`config.mk`:
```
export PLATFORM = sky130hd
export DESIGN_NAME = sdf_pe
export DESIGN_NICKNAME = d
export VERILOG_FILES = /design/src/rtl/sdf_pe.sv
export SDC_FILE = /design/constraint.sdc
export NUM_CORES = 1
export LEC_CHECK = 0
export CORE_MARGIN = 1
export CORE_UTILIZATION = 28
export CTS_BUF_LIST = sky130_fd_sc_hd__clkbuf_4 sky130_fd_sc_hd__clkbuf_8
export CTS_CLUSTER_DIAMETER = 150
export DETAILED_ROUTE_END_ITERATION = 8
export PLACE_DENSITY_LB_ADDON = 0.3
export SETUP_SLACK_MARGIN = 0.3
export SLEW_MARGIN = 20
export SYNTH_ARGS = -nofsm -noshare
export SYNTH_HDL_FRONTEND = slang
export SYNTH_SLANG_ARGS = --single-unit
```
`constraint.sdc`:
```
create_clock -name clk -period 2.33 [get_ports clk]
set_input_delay 0.3495 -clock clk [delete_from_list [all_inputs] [get_ports clk]]
set_output_delay 0.3495 -clock clk [all_outputs]
set_load 0.02 [all_outputs]
```
`src/rtl/sdf_pe.sv`:
```
// rtl/sdf_pe.sv - single-delay-feedback radix-2 butterfly stage with optional -j rotation
// Frame counter, feedback delay line and registered output; the pipeline only moves on accepted samples.
module sdf_pe #(
    parameter int WIDTH  = 12,
    parameter int DEPTH  = 16,
    parameter int ROT_EN = 1
) (
    input  logic             clk,
    input  logic             rst_n,
    input  logic             in_valid,
    input  logic             sync,
    input  logic [WIDTH-1:0] data_in_re,
    input  logic [WIDTH-1:0] data_in_im,
    output logic             out_valid,
    output logic [WIDTH:0]   data_out_re,
    output logic [WIDTH:0]   data_out_im
);
    localparam int LD = $clog2(DEPTH);
    localparam int CW = LD + 2;
    localparam int OW = WIDTH + 1;

    logic [CW-1:0] r_cnt;
    logic          r_primed;
    logic [OW-1:0] r_dl_re [DEPTH];
    logic [OW-1:0] r_dl_im [DEPTH];
    logic          r_out_valid;
    logic [OW-1:0] r_out_re;
    logic [OW-1:0] r_out_im;

    logic [CW-1:0] w_cnt;
    logic          w_phase;
    logic          w_rot;
    logic          w_primed;
    logic [OW-1:0] w_x_re, w_x_im;
    logic [OW-1:0] w_a_re, w_a_im;
    logic [OW-1:0] w_wr_re, w_wr_im;
    logic [OW-1:0] w_res_re, w_res_im;

    // A sync sample is index 0 of a new frame and restarts the priming window.
    assign w_cnt    = sync ? '0 : r_cnt;
    assign w_phase  = w_cnt[LD];
    assign w_rot    = (ROT_EN != 0) && w_cnt[LD+1] && !w_phase;
    assign w_primed = r_primed & ~sync;

    assign w_x_re = {data_in_re[WIDTH-1], data_in_re};
    assign w_x_im = {data_in_im[WIDTH-1], data_in_im};
    assign w_a_re = r_dl_re[DEPTH-1];
    assign w_a_im = r_dl_im[DEPTH-1];

    always_comb begin
        w_wr_re  = w_x_re;
        w_wr_im  = w_x_im;
        w_res_re = w_a_re;
        w_res_im = w_a_im;
        if (w_phase) begin
            w_wr_re  = w_a_re - w_x_re;
            w_wr_im  = w_a_im - w_x_im;
            w_res_re = w_a_re + w_x_re;
            w_res_im = w_a_im + w_x_im;
        end else if (w_rot) begin
            // Stored differences never reach -2^WIDTH, so this negation is exact.
            w_res_re = w_a_im;
            w_res_im = -w_a_re;
        end
    end

    always_ff @(posedge clk or negedge rst_n) begin
        if (!rst_n) begin
            r_cnt       <= '0;
            r_primed    <= 1'b0;
            r_out_valid <= 1'b0;
            r_out_re    <= '0;
            r_out_im    <= '0;
            for (int i = 0; i < DEPTH; i++) begin
                r_dl_re[i] <= '0;
                r_dl_im[i] <= '0;
            end
        end else begin
            r_out_valid <= in_valid & w_primed;
            if (in_valid) begin
                r_cnt    <= w_cnt + {{(CW-1){1'b0}}, 1'b1};
                r_primed <= w_primed | (w_cnt == CW'(DEPTH - 1));
                r_out_re <= w_res_re;
                r_out_im <= w_res_im;
                r_dl_re[0] <= w_wr_re;
                r_dl_im[0] <= w_wr_im;
                for (int i = 1; i < DEPTH; i++) begin
                    r_dl_re[i] <= r_dl_re[i-1];
                    r_dl_im[i] <= r_dl_im[i-1];
                end
            end
        end
    end

    assign out_valid   = r_out_valid;
    assign data_out_re = r_out_re;
    assign data_out_im = r_out_im;
endmodule
```
; ---- After elaboration in Yosys (flattened, before gate mapping)
; Cells that the tools add are included.
[classes]
add_sub_neg = 6
eq_ne = 1
n_mux = 7
bitwise_logic = 4
reduce_logical = 2
[op_table]
columns = cell, count
row1 = 13-bit 2-to-1 mux, 6
row2 = 13-bit adder, 2
row3 = 13-bit subtractor, 2
row4 = 13-bit negator, 1
row5 = "6-bit by 1-bit adder with 6-bit output, second input constant", 1
row6 = "6-bit by 4-bit == test with 1-bit output, second input constant", 1
row7 = 6-bit 2-to-1 mux, 1
row8 = 1-bit AND, 2
row9 = 1-bit logical AND, 1
row10 = 1-bit logical NOT, 1
row11 = 1-bit NOT, 1
row12 = 1-bit OR, 1
[totals]
regBits = 450
input_bits = 28
out_inout_bits = 27
elab_cells = 57

; ---- Logic depth before layout (Yosys ltp)
; Gate-level depths: netlist (run 1).
[logic_depth]
word_depth = 5
mapped_depth = 10
depth_no_buf = 10

; ---- Worst setup path before layout (run 1)
; No wires, ideal clock.
[synth_path]
path_kind = flip-flop to flip-flop
startpoint = reg r_dl_re, in the netlist w_a_re[0]
endpoint = reg r_dl_re[207] in the netlist's numbering
setup_time_ns = 0.082
arrival_time_ns = 2.335
t_required_ns = 2.248
setup_slack_ns = -0.087
path_stages_with_launch = 11
period_less_slack_ns = 2.417
path_cell_list = dfrtp_1 inv_1 ha_1 fa_1 nand2b_1 a21oi_1 o41ai_1 o31ai_1 xnor2_1 or3_1 a31oi_1
[synth_via]
elab_chain_cells = 2
[synth_lines]
columns = item, line_no
row1 = from (decl), 24  ; logic [OW-1:0] r_dl_re [DEPTH];
row2 = "from (signal, indexed assignment)", 88  ; r_dl_re[i] <= r_dl_re[i-1];
row3 = 13-bit subtractor, 56  ; w_wr_re = w_a_re - w_x_re;
row4 = 13-bit 2-to-1 mux, 55  ; if (w_phase) begin
; No other way between the ends.
; A chain may end at the register's enable or synchronous reset.

; ---- Worst setup path in the final report (run 1)
[layout_path]
startpoint = reg r_dl_re, in the netlist w_a_re[8]
endpoint = reg r_dl_re[207] in the netlist's numbering
; The elaborated chain is that of the path after synthesis.

==> flow_metrics.tcl, run 1 <==
set metrics [dict create \
    outcome "complete, no violations" \
    wl_met2_um 18800 \
    grt_setup_unrepaired "true" \
    syn_to_final_growth_pct 29.1 \
    dp_cells 2613 \
    io_buffers 54 \
    skew_ps 38.4 \
    drv_slew 0 \
    layoutNonFillerInstCount 2766 \
    fin_nets 1866 \
    drtIter0Drc 616 \
    routed.top_layer "met4" \
    ys_seq_area_share_pct 57.2 \
    dieArea_um2 71400 \
    ys_warn_count 0 \
    dpl_worst_slack_ps -513 \
    end_kind "register" \
    crit_slowest_cell "dfrtp_1" \
    ys_ff_latch 450 \
    numClockSinks 450 \
    hp-class "in2reg" \
    grt_first_pass_wirelength_um 68000 \
    die_h_um 267 \
    grt_overflow 0 \
    io_pins 55 \
    cts_max_path_buffers 3 \
    worst_pin_slew_ps 636 \
    viasPerCell 4.49 \
    p_per_area_nw_per_um2 1200 \
    dieWidth_um 267 \
    async_flop_share_pct 100 \
    slowest_delay_ps 410 \
    fin_crit_ps 2290 \
    post-route-drc-count 0 \
    grt_antenna_before_repair 3 \
    netlist_instances 1524 \
    cp_cell_sequence "buf_4 -> ha_4 -> a21oi_1 -> nor2_1 -> a211oi_1 -> o31ai_2 -> xnor2_1 -> or3_1 -> a31oi_1" \
    cts_buffers 74 \
    path_clk_slew_ps 60 \
    htree_levels 3 \
    relSlewSlack_pct 57.5 \
    cp.arrival_ps 2860 \
    start_util_pct 28.5 \
    final-hold-violation-count 0 \
    yosysUniqueCellTypes 62 \
    grt_max_degree 102 \
    cts-root-buf "clkbuf_8" \
    wl_per_cell_um 14.9 \
    wl_met1_um 19300 \
    worst_slack_ps 43.4 \
    crit_fanout 6 \
    synth_edf_count 0 \
    clk_latency_ps 670 \
    synthesis.nets 1606 \
    drtPass1Iterations 5 \
    post-dp-hpwl_um 27500 \
    cp.required_ps 2900 \
    worst-setup-path-type "reg2reg" \
    wl_met3_um 1990 \
    min_period_over_period_pct 98.1 \
    synth_flop_cell "dfrtp_1" \
    grt_util_all_layers_pct 11.8 \
    setup_viol 0 \
    syn_area_um2 19700 \
    drtAntennaViolNets 0 \
    core_area_um2 69100 \
    fmax_mhz 437 \
    vias 12400 \
    drive_above_1_share_pct 46.6 \
    maxCapViolCount 0 \
    cp-start-kind "register" \
    avgSynthCellArea_um2 12.9 \
    hold_ws_ps 69.9 \
    grt_pass1_vias 13100 \
    power_leakage_nw 10.7 \
    rows 96 \
    routed_wl_um 41200 \
    cts_tree "done" \
    place_congestion 0.853 \
    ir_drop_v 0.000440 \
]
worst paths after layout:
kind,from,to,slack [ps],depth (start not counted)
setup / recovery,w_a_re[8],r_dl_re[207],40,9
hold / removal,in_valid,r_dl_im[197],70,2
max in group asynchronous,rst_n,w_a_re[4],1300,3
hold reg to reg,data_out_im[4],data_out_im[4],480,1
setup reg to reg,w_a_re[8],r_dl_re[207],40,9
min in group asynchronous,rst_n,data_out_im[0],230,2
cell usage in the layout (no fill, tap or decap), types with 5 or more instances in the layout:
| cell type | Yosys | layout |
|---|---|---|
| nand2b_1 | 16 | 12 |
| nor2b_1 | 11 | 6 |
| a21oi_1 | 63 | 54 |
| dfrtp_2 | 0 | 9 |
| o21a_1 | 7 | 7 |
| buf_12 | 0 | 20 |
| xor2_1 | 19 | 17 |
| ha_1 | 50 | 23 |
| nor2_1 | 109 | 103 |
| a222oi_1 | 5 | 5 |
| a22oi_1 | 6 | 6 |
| dlygate4sd2_1 | 0 | 25 |
| a21oi_2 | 0 | 7 |
| o21ai_0 | 34 | 26 |
| mux2_2 | 387 | 387 |
| nand2b_4 | 1 | 5 |
| o21ai_1 | 7 | 9 |
| clkinv_2 | 0 | 5 |
| or3_1 | 5 | 5 |
| xnor2_1 | 24 | 19 |
| clkbuf_4 | 0 | 21 |
| buf_6 | 3 | 15 |
| inv_1 | 45 | 42 |
| nand3_1 | 8 | 6 |
| nand2_1 | 62 | 58 |
| clkdlybuf4s50_1 | 0 | 27 |
| ha_4 | 0 | 19 |
| dfrtp_1 | 450 | 441 |
| buf_4 | 0 | 181 |
| a31oi_1 | 23 | 20 |
| clkbuf_8 | 1 | 86 |
| ha_2 | 0 | 8 |
| nor3_1 | 13 | 9 |
critical path, delay by kind of cell (launching register included):
| family | cells | cell delay, ps |
|---|---|---|
| AND/OR/NAND/NOR | 2 | 410 |
| buffers and inverters | 1 | 190 |
| XOR/XNOR | 1 | 150 |
| AO/OA/AOI/OAI | 4 | 900 |
| flip-flops | 1 | 410 |
| adder cells (fa/ha/maj) | 1 | 160 |
cell usage after synthesis, types with 19 or more instances:
cell type	instances	area (um^2)
o21ai_0	34	170
xor2_1	19	166
ha_1	50	626
a31oi_1	23	144
inv_1	45	169
nor2_1	109	409
mux2_2	387	4360
nand2_1	62	233
clkbuf_1	74	278
xnor2_1	24	210
a21oi_1	63	315
dfrtp_1	450	11300
per-layer routing:
metal / vias to the layer above / global-route usage, %
li1: 5882 / -
met1: 6259 / 15.8
met2: 211 / 18.5
met3: 68 / 2.44
met4: 0 / 5.08
met5: - / 0
final cells by class:
class | count | area (um^2)
Inverter | 47 | 179
Clock buffer | 107 | 1340
Clock inverter | 18 | 253
Fill cell | 6681 | 43600
Antenna cell | 2 | 5.00
Multi-Input combinational cell | 940 | 8740
Timing Repair Buffer | 271 | 2460
Sequential cell | 450 | 11300
Tap cell | 931 | 1160
state kept, by name (all words and copies together) (netlist names):
| name | flops |
|---|---|
| w_a_im | 13 |
| out_valid | 1 |
| data_out_re | 13 |
| r_dl_re | 195 |
| data_out_im | 13 |
| r_dl_im | 195 |
| w_a_re | 13 |
| r_primed | 1 |
| r_cnt | 6 |
power by group:
group	switching [mW]	leakage, nW	total (mW)	internal, mW
registers	1.71	5.22	12.5	10.7
logic	4.67	4.64	10.7	6.02
clock network	3.23	0.839	7.42	4.19
total	9.61	10.7	30.6	21.0
logic make-up (layout without fill, tap and decap cells):
| kind of cell | after synthesis | in the layout | share of synthesized area, % |
|---|---|---|---|
| fa+ha+maj | 54 | 54 | 3.58 |
| xor+xnor | 43 | 43 | 1.91 |
| compound gates | 200 | 200 | 6.45 |
| flops | 450 | 450 | 57.2 |
| buf+inv | 134 | 443 | 2.74 |
| other cells | 0 | 2 | 0 |
| simple gates | 254 | 254 | 5.89 |
| mux | 389 | 389 | 22.2 |
through the flow:
step / setup TNS [ps] / utilization [%] / cell area (um^2) / power (mW)
2_1_floorplan: 0 / - / 19900 / 18.0
3_3_place_gp: -10920 / 33.1 / 22900 / 21.5
3_5_place_dp: -10940 / 33.1 / 22900 / 21.8
4_1_cts: 0 / 36.2 / 25000 / 30.2
5_1_grt: -192 / 36.8 / 25400 / 32.6
6_report: 0 / 36.8 / 25400 / 30.6
what timing repair did:
item                       CTS  global route
hold endpoints to repair    75             0
gates resized for setup    110            66
pin swaps                   53            64
setup endpoints to repair   58            34
buffers inserted            16             9
hold buffers                 1             0
No activity file was read; power rests on OpenSTA's default activity.
==> run 2, diff against run 1 <==
Settings changed: SLEW_MARGIN 20 to unset.
==> results of run 2 <==
Final layout, timing and power as in run 1 (identical DEF).
==> run 3, diff against run 2 <==
Settings changed: SKIP_CTS_REPAIR_TIMING set to 1.
==> run 3 against run 2 <==
Effect of this change:
- worst setup slack improved by 18 ps
- register-to-register slack improved by 20 ps
- non-clock buffer count decreased by 5
- clock power barely moved
- critical path type unchanged
- highest routed layer unchanged
==> flow_metrics.tcl, run 3 (synthesis results as in run 1) <==
set metrics [dict create \
    outcome "complete, no violations" \
    fmax_mhz 441 \
    fillCellCount 6685 \
    grt_util_all_layers_pct 11.6 \
    path_clk_slew_ps 60 \
    dieWidth_um 267 \
    post-route-drc-count 0 \
    reg2regPathDepth 11 \
    maxCapViolCount 0 \
    grt_pass1_vias 12800 \
    relSlewSlack_pct 61.1 \
    start_util_pct 28.5 \
    top_regs "r_dl_im (195), r_dl_re (195)" \
    place_congestion 0.853 \
    cp-start-kind "register" \
    worst_slack_ps 61.5 \
    end_kind "register" \
    viasPerCell 4.48 \
    cp.arrival_ps 2830 \
    layoutNonFillerInstCount 2761 \
    routed_wl_um 41100 \
    worst_pin_slew_ps 582 \
    htree_levels 3 \
    hold_ws_ps 70.4 \
    drtIter0Drc 593 \
    grt_first_pass_wirelength_um 66700 \
    grt_overflow 0 \
    worst-setup-path-type "reg2reg" \
    numClockSinks 450 \
    setup_viol 0 \
    drtAntennaViolNets 0 \
    cts_buffers 74 \
    cts_tree "done" \
    min_path_cells 2 \
    dpl_worst_slack_ps -513 \
    cts-root-buf "clkbuf_8" \
    wl_per_cell_um 14.9 \
    core_area_um2 69100 \
    io_buffers 54 \
    syn_to_final_growth_pct 29.4 \
    final_cell_mix "dfrtp_1, mux2_2, buf_4" \
    cp.required_ps 2890 \
    fin_nets 1861 \
    p_per_area_nw_per_um2 1200 \
    dieArea_um2 71400 \
    crit_fanout 4 \
    cts_max_path_buffers 3 \
    rows 96 \
    final_common_cell "dfrtp_1" \
    clk_latency_ps 670 \
    grt_antenna_before_repair 3 \
    drv_slew 0 \
    drtPass1Iterations 5 \
    ir_drop_v 0.000432 \
    drive_above_1_share_pct 46.9 \
    grt_max_degree 102 \
    placed_cell_area_um2 22900 \
    skew_ps 37.2 \
    stdcell_area_um2 25500 \
    hp-class "in2reg" \
    p_total_mw 30.6 \
    dp_cells 2613 \
    io_pins 55 \
    final-hold-violation-count 0 \
    post-dp-hpwl_um 27500 \
    grt_setup_unrepaired "true" \
    power_leakage_nw 10.8 \
    die_h_um 267 \
    vias 12400 \
    fin_crit_ps 2270 \
    min_period_over_period_pct 97.4 \
]
run 3: through the flow:
step | TNS, ps | utilization, %
2_1_floorplan | 0 | -
3_3_place_gp | -10920 | 33.1
3_5_place_dp | -10940 | 33.1
4_1_cts | -265 | 35.4
5_1_grt | -145 | 36.9
6_report | 0 | 36.9
run 3: critical path, stage by stage (launching register included):
cell,delay (ps)
dfrtp_2,410
inv_2,70
ha_4,170
fa_2,340
nand2b_4,160
a21oi_4,160
o41ai_4,90
buf_4,180
o31ai_4,180
xor2_1,170
nand2_1,70
a31oi_1,180
run 3: final cells by class:
| class | count | area [um^2] | area share, % |
|---|---|---|---|
| Sequential cell | 450 | 11300 | 44.2 |
| Multi-Input combinational cell | 940 | 8780 | 34.5 |
| Timing Repair Buffer | 266 | 2480 | 9.74 |
| Clock buffer | 107 | 1340 | 5.26 |
| Tap cell | 931 | 1160 | 4.57 |
| Clock inverter | 18 | 253 | 0.992 |
| Inverter | 47 | 179 | 0.702 |
| Antenna cell | 2 | 5.00 | 0.0196 |
run 3: routing by layer:
layer | share of wire [%] | wire length [um] | track usage (%) | vias up
li1 | - | - | - | 5871
met1 | 47 | 19500 | 15.7 | 6235
met2 | 46 | 18800 | 18.0 | 205
met3 | 4.5 | 1840 | 2.34 | 68
met4 | 2.5 | 1040 | 5.09 | 0
met5 | 0 | 0 | 0 | -
run 3: final timing paths:
kind                                 from        endpoint  slack [ps]
max                             w_a_re[0]    r_dl_re[205]          60
min in group asynchronous           rst_n  data_out_im[0]         230
min                              in_valid    r_dl_im[197]          70
min reg2reg                data_out_im[4]  data_out_im[4]         480
max in group asynchronous           rst_n       w_a_re[4]        1300
max reg2reg                     w_a_re[0]    r_dl_re[205]          60
run 3: power breakdown:
group / switching (mW) / leakage (nW) / total [mW] / internal [mW]
Combinational: 4.66 / 4.78 / 10.7 / 6.03
Sequential: 1.70 / 5.21 / 12.5 / 10.8
Clock: 3.22 / 0.839 / 7.42 / 4.19
Total: 9.58 / 10.8 / 30.6 / 21.0
